### config.mk
export PLATFORM = sky130hd
export DESIGN_NAME = demux_receiver_flat
export DESIGN_NICKNAME = d
export VERILOG_FILES = /design/src/rtl/demux_receiver_pkg.sv /design/src/rtl/demux_receiver_if.sv /design/src/rtl/demux_receiver_pin_sync.sv /design/src/rtl/demux_receiver.sv /design/src/flat_wrapper.sv
export SDC_FILE = /design/constraint.sdc
export NUM_CORES = 1
export LEC_CHECK = 0
export ABC_AREA = 1
export CORE_MARGIN = 2
export CORE_UTILIZATION = 52
export CTS_BUF_LIST = sky130_fd_sc_hd__clkbuf_8 sky130_fd_sc_hd__clkbuf_16
export CTS_CLUSTER_DIAMETER = 150
export DETAILED_ROUTE_END_ITERATION = 8
export PLACE_DENSITY = 0.85
export REMOVE_ABC_BUFFERS = 1
export SYNTH_ARGS = -nofsm -noshare
export SYNTH_HDL_FRONTEND = slang
export SYNTH_SLANG_ARGS = --single-unit
### constraint.sdc
create_clock -name clk -period 3.55 [get_ports clk]
set_input_delay 0.5325 -clock clk [delete_from_list [all_inputs] [get_ports clk]]
set_output_delay 0.5325 -clock clk [all_outputs]
set_load 0.1 [all_outputs]
### src/rtl/demux_receiver_pkg.sv
// Shared types and sizing for the channel demux receiver: FSM states,
// channel/address/counter widths and the one-hot channel decode.
package demux_receiver_pkg;

    localparam int NUM_CH    = 32;
    localparam int ADDR_W    = 5;
    localparam int CNT_W     = 16;
    localparam int LOW_CNT_W = 8;

    typedef enum logic [1:0] {
        IDLE  = 2'd0,
        SEL   = 2'd1,
        WRLOW = 2'd2
    } state_t;

    function automatic logic [NUM_CH-1:0] ch_decode(input logic [ADDR_W-1:0] idx);
        logic [NUM_CH-1:0] onehot;
        onehot      = '0;
        onehot[idx] = 1'b1;
        return onehot;
    endfunction

endpackage

### src/rtl/demux_receiver_if.sv
// Pin-side bus of the demux receiver: host pins in, switch state and status out.
interface demux_receiver_if;
    import demux_receiver_pkg::*;

    logic                cs_n;
    logic                wr_n;
    logic                ena_n;
    logic [ADDR_W-1:0]   set_ch;
    logic [ADDR_W-1:0]   ch_idx;
    logic [NUM_CH-1:0]   ch_onehot;
    logic                ch_valid;
    logic                wr_strobe;
    logic [CNT_W-1:0]    wr_count;
    logic                err_short;

    modport master (
        output cs_n, wr_n, ena_n, set_ch,
        input  ch_idx, ch_onehot, ch_valid, wr_strobe, wr_count, err_short
    );

    modport slave (
        input  cs_n, wr_n, ena_n, set_ch,
        output ch_idx, ch_onehot, ch_valid, wr_strobe, wr_count, err_short
    );

endinterface

### src/rtl/demux_receiver_pin_sync.sv
// Multi-flop synchronizer for an asynchronous pin group; the reset value is a
// port so each pin can park at its own inactive level.
module pin_sync #(
    parameter int WIDTH  = 1,
    parameter int STAGES = 2
) (
    input  logic             clk,
    input  logic             rst_n,
    input  logic [WIDTH-1:0] rst_val,
    input  logic [WIDTH-1:0] d,
    output logic [WIDTH-1:0] q
);

    logic [WIDTH-1:0] chain [STAGES];

    always_ff @(posedge clk or negedge rst_n) begin
        if (!rst_n) begin
            for (int i = 0; i < STAGES; i++) chain[i] <= rst_val;
        end else begin
            chain[0] <= d;
            for (int i = 1; i < STAGES; i++) chain[i] <= chain[i-1];
        end
    end

    assign q = chain[STAGES-1];

endmodule

### src/rtl/demux_receiver.sv
// Channel-select demux receiver: synchronizes the host pins, validates write
// pulse length and drives a registered one-hot switch state.
module demux_receiver
    import demux_receiver_pkg::*;
#(
    parameter int SYNC_STAGES = 2,
    parameter int MIN_WR_LOW  = 2
) (
    input  logic             clk,
    input  logic             rst,
    demux_receiver_if.slave  bus
);

    localparam logic [LOW_CNT_W-1:0] MIN_LOW  = LOW_CNT_W'(MIN_WR_LOW);
    localparam logic [1:0]           FLUSH_N  = 2'(SYNC_STAGES);

    logic [1:0]           rst_sync_q;
    logic                 rst_n_int;

    logic                 cs_s;
    logic                 wr_s;
    logic                 ena_s;
    logic [ADDR_W-1:0]    set_s;

    state_t               state_q,  state_nxt;
    logic [LOW_CNT_W-1:0] low_cnt_q, low_cnt_nxt;
    logic [ADDR_W-1:0]    ch_idx_q, ch_idx_nxt;
    logic [NUM_CH-1:0]    onehot_q, onehot_nxt;
    logic                 valid_q,  valid_nxt;
    logic                 strobe_q, strobe_nxt;
    logic [CNT_W-1:0]     count_q,  count_nxt;
    logic                 err_q,    err_nxt;

    logic [1:0]           flush_cnt_q;
    logic                 flushed;
    logic                 block_q;

    // Async assert, clean deassert of the internal reset.
    always_ff @(posedge clk or negedge rst) begin
        if (!rst) rst_sync_q <= 2'b00;
        else      rst_sync_q <= {rst_sync_q[0], 1'b1};
    end

    assign rst_n_int = rst_sync_q[1];

    pin_sync #(.WIDTH(1), .STAGES(SYNC_STAGES)) u_sync_cs (
        .clk(clk), .rst_n(rst_n_int), .rst_val(1'b1), .d(bus.cs_n), .q(cs_s)
    );

    pin_sync #(.WIDTH(1), .STAGES(SYNC_STAGES)) u_sync_wr (
        .clk(clk), .rst_n(rst_n_int), .rst_val(1'b1), .d(bus.wr_n), .q(wr_s)
    );

    pin_sync #(.WIDTH(1), .STAGES(SYNC_STAGES)) u_sync_ena (
        .clk(clk), .rst_n(rst_n_int), .rst_val(1'b1), .d(bus.ena_n), .q(ena_s)
    );

    pin_sync #(.WIDTH(ADDR_W), .STAGES(SYNC_STAGES)) u_sync_set (
        .clk(clk), .rst_n(rst_n_int), .rst_val('0), .d(bus.set_ch), .q(set_s)
    );

    // After reset, the synchronizers show parked-high controls until flushed; a
    // write already underway must not be picked up until cs_n is seen truly high.
    assign flushed = (flush_cnt_q == FLUSH_N);

    always_ff @(posedge clk or negedge rst_n_int) begin
        if (!rst_n_int) begin
            flush_cnt_q <= 2'd0;
            block_q     <= 1'b1;
        end else begin
            if (!flushed)        flush_cnt_q <= flush_cnt_q + 2'd1;
            if (flushed && cs_s) block_q     <= 1'b0;
        end
    end

    always_ff @(posedge clk or negedge rst_n_int) begin
        if (!rst_n_int) begin
            state_q   <= IDLE;
            low_cnt_q <= '0;
            ch_idx_q  <= '0;
            onehot_q  <= '0;
            valid_q   <= 1'b0;
            strobe_q  <= 1'b0;
            count_q   <= '0;
            err_q     <= 1'b0;
        end else begin
            state_q   <= state_nxt;
            low_cnt_q <= low_cnt_nxt;
            ch_idx_q  <= ch_idx_nxt;
            onehot_q  <= onehot_nxt;
            valid_q   <= valid_nxt;
            strobe_q  <= strobe_nxt;
            count_q   <= count_nxt;
            err_q     <= err_nxt;
        end
    end

    always_comb begin
        state_nxt   = state_q;
        low_cnt_nxt = low_cnt_q;
        ch_idx_nxt  = ch_idx_q;
        valid_nxt   = valid_q;
        strobe_nxt  = 1'b0;
        count_nxt   = count_q;
        err_nxt     = err_q;

        case (state_q)
            IDLE: begin
                if (!cs_s && !block_q) state_nxt = SEL;
            end
            SEL: begin
                if (cs_s) begin
                    state_nxt = IDLE;
                end else if (!wr_s) begin
                    state_nxt   = WRLOW;
                    low_cnt_nxt = LOW_CNT_W'(1);
                end
            end
            WRLOW: begin
                // A wr_n rise wins over a simultaneous cs_n rise.
                if (wr_s) begin
                    if (low_cnt_q >= MIN_LOW) begin
                        ch_idx_nxt = set_s;
                        valid_nxt  = 1'b1;
                        strobe_nxt = 1'b1;
                        if (count_q != '1) count_nxt = count_q + CNT_W'(1);
                    end else begin
                        err_nxt = 1'b1;
                    end
                    state_nxt = cs_s ? IDLE : SEL;
                end else if (cs_s) begin
                    state_nxt = IDLE;
                end else if (low_cnt_q != '1) begin
                    low_cnt_nxt = low_cnt_q + LOW_CNT_W'(1);
                end
            end
            default: state_nxt = IDLE;
        endcase

        onehot_nxt = (!ena_s && valid_nxt) ? ch_decode(ch_idx_nxt) : '0;
    end

    assign bus.ch_idx    = ch_idx_q;
    assign bus.ch_onehot = onehot_q;
    assign bus.ch_valid  = valid_q;
    assign bus.wr_strobe = strobe_q;
    assign bus.wr_count  = count_q;
    assign bus.err_short = err_q;

endmodule

### src/flat_wrapper.sv
// flat-port wrapper written by rule: the top's interface ports become plain ports
module demux_receiver_flat import demux_receiver_pkg::*;
#(
    parameter int SYNC_STAGES = 2,
    parameter int MIN_WR_LOW  = 2
)
  (clk, rst, bus_cs_n, bus_wr_n, bus_ena_n, bus_set_ch, bus_ch_idx, bus_ch_onehot, bus_ch_valid, bus_wr_strobe, bus_wr_count, bus_err_short);
  demux_receiver_if bus_i ();
  input  logic clk;
  input  logic rst;
  input wire logic [$bits(bus_i.cs_n)-1:0] bus_cs_n;
  input wire logic [$bits(bus_i.wr_n)-1:0] bus_wr_n;
  input wire logic [$bits(bus_i.ena_n)-1:0] bus_ena_n;
  input wire logic [$bits(bus_i.set_ch)-1:0] bus_set_ch;
  output wire logic [$bits(bus_i.ch_idx)-1:0] bus_ch_idx;
  output wire logic [$bits(bus_i.ch_onehot)-1:0] bus_ch_onehot;
  output wire logic [$bits(bus_i.ch_valid)-1:0] bus_ch_valid;
  output wire logic [$bits(bus_i.wr_strobe)-1:0] bus_wr_strobe;
  output wire logic [$bits(bus_i.wr_count)-1:0] bus_wr_count;
  output wire logic [$bits(bus_i.err_short)-1:0] bus_err_short;
  assign bus_i.cs_n = bus_cs_n;
  assign bus_i.wr_n = bus_wr_n;
  assign bus_i.ena_n = bus_ena_n;
  assign bus_i.set_ch = bus_set_ch;
  assign bus_ch_idx = bus_i.ch_idx;
  assign bus_ch_onehot = bus_i.ch_onehot;
  assign bus_ch_valid = bus_i.ch_valid;
  assign bus_wr_strobe = bus_i.wr_strobe;
  assign bus_wr_count = bus_i.wr_count;
  assign bus_err_short = bus_i.err_short;
  demux_receiver #(.SYNC_STAGES(SYNC_STAGES), .MIN_WR_LOW(MIN_WR_LOW)) u_core (.clk(clk), .rst(rst), .bus(bus_i));
endmodule
== Word level (Yosys, flattened, before mapping) ==
Cells that the tools add are included.
W data, S select, Z words.
Operators by class
  bitwise logic cells: 1
  equality and inequality tests: 13
  $lt $le $gt $ge: 3
  reductions and logical operators: 13
  add/sub/neg operators: 3
  multiplexer cells: 25
Operators with widths (count)
  $mux W8: 5
  $mux W32: 1
  $add A16 B1 Y16 const B: 1
  $ne A16 B16 Y1 const B: 1
  $pmux W8 S2: 1
  $mux W5: 3
  $mux W2: 5
  $add A8 B1 Y8 const B: 1
  $ge A8 B2 Y1 const B: 1
  $mux W1: 8
  $ne A2 B2 Y1 const B: 4
  $ne A8 B8 Y1 const B: 1
  $lt A5 B6 Y1 const B: 1
  $ne A3 B3 Y1 const B: 2
  $pmux W2 S3: 1
  $reduce_and A3 Y1: 2
  $reduce_and A6 Y1: 1
  $demux W1 S5: 1
  $ge A5 B1 Y1 const B: 1
  $eq A2 B2 Y1 const B: 2
  $logic_and A1 B1 Y1: 4
  $ne A2 B1 Y1 const B: 2
  $reduce_and A4 Y1: 1
  $logic_not A1 Y1: 3
  other kinds (5): 5
Storage, ports and cells
  logic and storage cells: 77
  input port bits: 10
  bits in registers: 87

== Logic depth before layout (Yosys ltp) ==
  depth in word-level cells: 9
  gate-level depth with buffers: 11

== Worst setup path after synthesis ==
OpenSTA, ideal clock, no wires.
  path kind: register to register
  start: register u_core.count_q[0] (netlist: u_core.bus.wr_count[0])
  end: register u_core.count_q[4] (netlist: u_core.bus.wr_count[4])
  setup time: 0.125 ns
  clock period less this slack: 2.239 ns
  path slack: 1.311 ns
  cell stages (with the launch flop): 10
  data arrival time: 2.114 ns
  data required time: 3.425 ns
  cells stage by stage: dfrtp_1 ha_1 nand3_1 nor2_1 nand4_1 nand2_2 inv_2 buf_6 nand3_1 nand2_1
Between the ends
  longest elaborated chain between the ends: 2
  elaborated cells between the ends (all ways): 3
  classes of those cells: add/sub: 1; eq/ne: 1; reduce/logical: 1
Ends and longest elaborated chain
  start, declared: line demux_receiver.sv:31  | logic [CNT_W-1:0] count_q, count_nxt;
  start signal, assigned: line demux_receiver.sv:93  | count_q <= count_nxt;
  parallel branches: the longest is 2 deep, another holds $add A16 B1 Y16
Several ways; the timed one is not identified.
A chain may end at the register's enable or synchronous reset.

== Worst setup path in the final report ==
  start: register u_core.count_q[8] (netlist: u_core.bus.wr_count[8])
  end: output bus_wr_count[8]
RTL lines
  end, declared: line flat_wrapper.sv:19  | output wire logic [$bits(bus_i.wr_count)-1:0] bus_wr_count;
No word-level cell between the ends.

==> flow_summary.ini <==
[cts]
cts_resized = 0
cts_tree = done
insertion_delay_ns = 0.35
cts-root-buf = clkbuf_8
numCtsBuffers = 9
clockBufferDepth = 2
clock-sinks = 87
cts.clk_slew.worst_paths_ns = 0.08
cts_htree_levels = 3
post_cts_buffers = 0
cts_hold_buf = 0

[synthesis]
synth_area_sq_mm = 0.00366
synthCells = 373
synth_edf_count = 0
yosysMostFrequentCell = nand2_1
synth.distinct_cells = 32
synth_seq_cells = 87
synthArstFlopShare_pct = 100
yosys.area.top_type = dfrtp_1
yosys.area.top_type_share_pct = 54.8
synth_ff_type = dfrtp_1
synth_common_cells = 83 x nand2_1, 80 x dfrtp_1, 57 x nor2_1
yosysWarningCount = 0
ys_seq_area_share_pct = 59.8
ys_top_cells_by_area = dfrtp_1 55%, nand2_1 8.5%, nor2_1 5.9%, dfstp_2 5.0%, inv_1 3.4%
avgSynthCellArea_sq_um = 9.80

[final_layout]
final_cell_area_sq_mm = 0.00460
layout.nets = 459
syn_to_final_growth_pct = 25.9
ff_latch_area_sq_mm = 0.00219
fill_cells = 506
diodes = 0
multi_input_area_sq_mm = 0.00130
final_core_util_pct = 67.8
drive_gt1_share_pct = 12.9

[die]
die_area_sq_mm = 0.00772
start_util_pct = 53.8
ioPinCount = 66
core_sq_mm = 0.00679
die_x_um = 87.9
rows = 30
fp.dieH_um = 87.9

[worst_hold_path]
hp-class = primary input to asynchronous set/reset pin

[pwr]
power_density_mw_per_mm2 = 590
peakVddDrop_mv = 0.645
p_leak_nw = 2.09

[setup_path]
crit-reg2reg-capture = u_core.bus.wr_count[15]
cp_max_fo = 6
reg2reg_depth = 10
r2r_start = u_core.low_cnt_q[0]
arrival_ns = 1.96
max_stage_delay_ns = 1.17
slowest_stage = clkdlybuf4s50_1
r2r_slack_ns = 1.42
setup.worst_path.class = register to primary output
worst_setup_path_start_kind = register
path_cells = clkdlybuf4s50_1
critPathBufInv = 1
cp_top_family = buffers and inverters
end_kind = primary output
required_ns = 3.02

[timing]
rsz0062_at_grt = false
holdWs_ns = 0.338
skew_ns = 0.0104
finalHoldViolations = 0
max_freq_mhz = 401
setup_slack_ns = 1.06
fin_crit_ns = 2.49
setup_violations = 0
finalCritPeriodShare_pct = 70.3
final_max_slew_viol_count = 0
slew-limit-headroom_pct = 30.4
tns_ns = 0
tightest_slew_ns = 1.04

[drt]
wirelength_mm = 7.05
routed-via-count = 2671
drc_errors = 0
ant_nets = 0
wl_per_cell_um = 12.9
first_iter_violations = 96
first_pass_iters = 4
viasPerCell = 4.90

[global_routing]
grt_overflow = 0
antenna_found_initial = 0
grt_usage_pct = 20.3
grt_pass1_wl_mm = 12.0
grt_max_degree = 86
grt_pass1_vias = 2616

[place]
gp_congestion = 0.890
io_buffers = 65
placed_area_sq_mm = 0.00440
dpl.hpwl_mm = 4.85
pre_cts_slack_ns = 1.44

[run]
cap_violations = 0

[status]
status = complete, no violations
[report_power, final]
part / switching, W / internal [W]
logic: 0.000634 / 0.000198
clock network: 0.000345 / 0.000391
registers: 0.0000823 / 0.00107
[per-layer routing]
metal,vias to the layer above,part of all wire [%],GRT usage [%]
met5,-,0,0
met4,0,1.3,7.41
met3,9,5.6,6.60
met2,81,50,33.4
met1,1268,43,25.3
li1,1313,-,-
[through the flow]
| step | cells | power (W) |
|---|---|---|
| floorplan | 369 | 0.00181 |
| global placement | 530 | 0.00199 |
| detailed placement | 530 | 0.00201 |
| CTS | 545 | 0.00274 |
| global route | 545 | 0.00285 |
| finish | 545 | 0.00272 |
[worst max path at each step]
stage | from | endpoint | slack [ns] | cells past startpoint
6_report | u_core.bus.wr_count[8] | bus_wr_count[8] | 1.06 | 1
3_5_place_dp | u_core.bus.wr_count[11] | bus_wr_count[11] | 1.44 | 1
2_1_floorplan | u_core.rst_sync_q[1] | u_core.bus.ch_idx[0] | 0.96 | 0
5_1_grt | u_core.bus.wr_count[8] | bus_wr_count[8] | 0.97 | 1
4_1_cts | u_core.bus.wr_count[8] | bus_wr_count[8] | 1.04 | 1
3_3_place_gp | u_core.bus.wr_count[8] | bus_wr_count[8] | 1.45 | 1
[cells by family after synthesis]
| logic type | share of synthesized area (%) |
|---|---|
| simple gates | 26.9 |
| flops | 59.8 |
| buf+inv | 4.55 |
| compound gates | 4.21 |
| xor+xnor | 3.11 |
| fa+ha+maj | 1.37 |
| other cells | 0.103 |
[area by class of cell]
type	count	share of cell area (%)
clock buffers	9	2.69
multi-input cells	247	28.3
clock inverters	6	1.85
repair buffers	65	14.1
flip-flops and latches	87	47.6
well taps	96	2.61
inverters	35	2.85
[state kept, by name, summed over array words and instances, names as in the netlist, 2 cells and up]
signal	count
u_core.low_cnt_q	8
u_core.bus.ch_idx	5
u_core.u_sync_set.chain	5
u_core.flush_cnt_q	2
u_core.bus.ch_onehot	32
u_core.rst_sync_q	2
u_core.bus.wr_count	16
u_core.state_q	2
u_core.u_sync_set.q	5
[placed cells by master, fill, tap and decap left out, drive strengths merged]
cell type	n
nand2	99
dfrtp	80
clkdlybuf4s50	65
nor2	59
inv	37
nand3	34
o21ai	16
xnor2	9
clkbuf	9
dfstp	7
nand4	5
nand3b	4
xor2	4
ha	4
a21oi	4
nor3	3
bufinv	2
nor3b	1
a21o	1
a31o	1
a21boi	1
a31oi	1
clkinv	1
clkinvlp	1
conb	1
(Power assumes the default switching activity.)
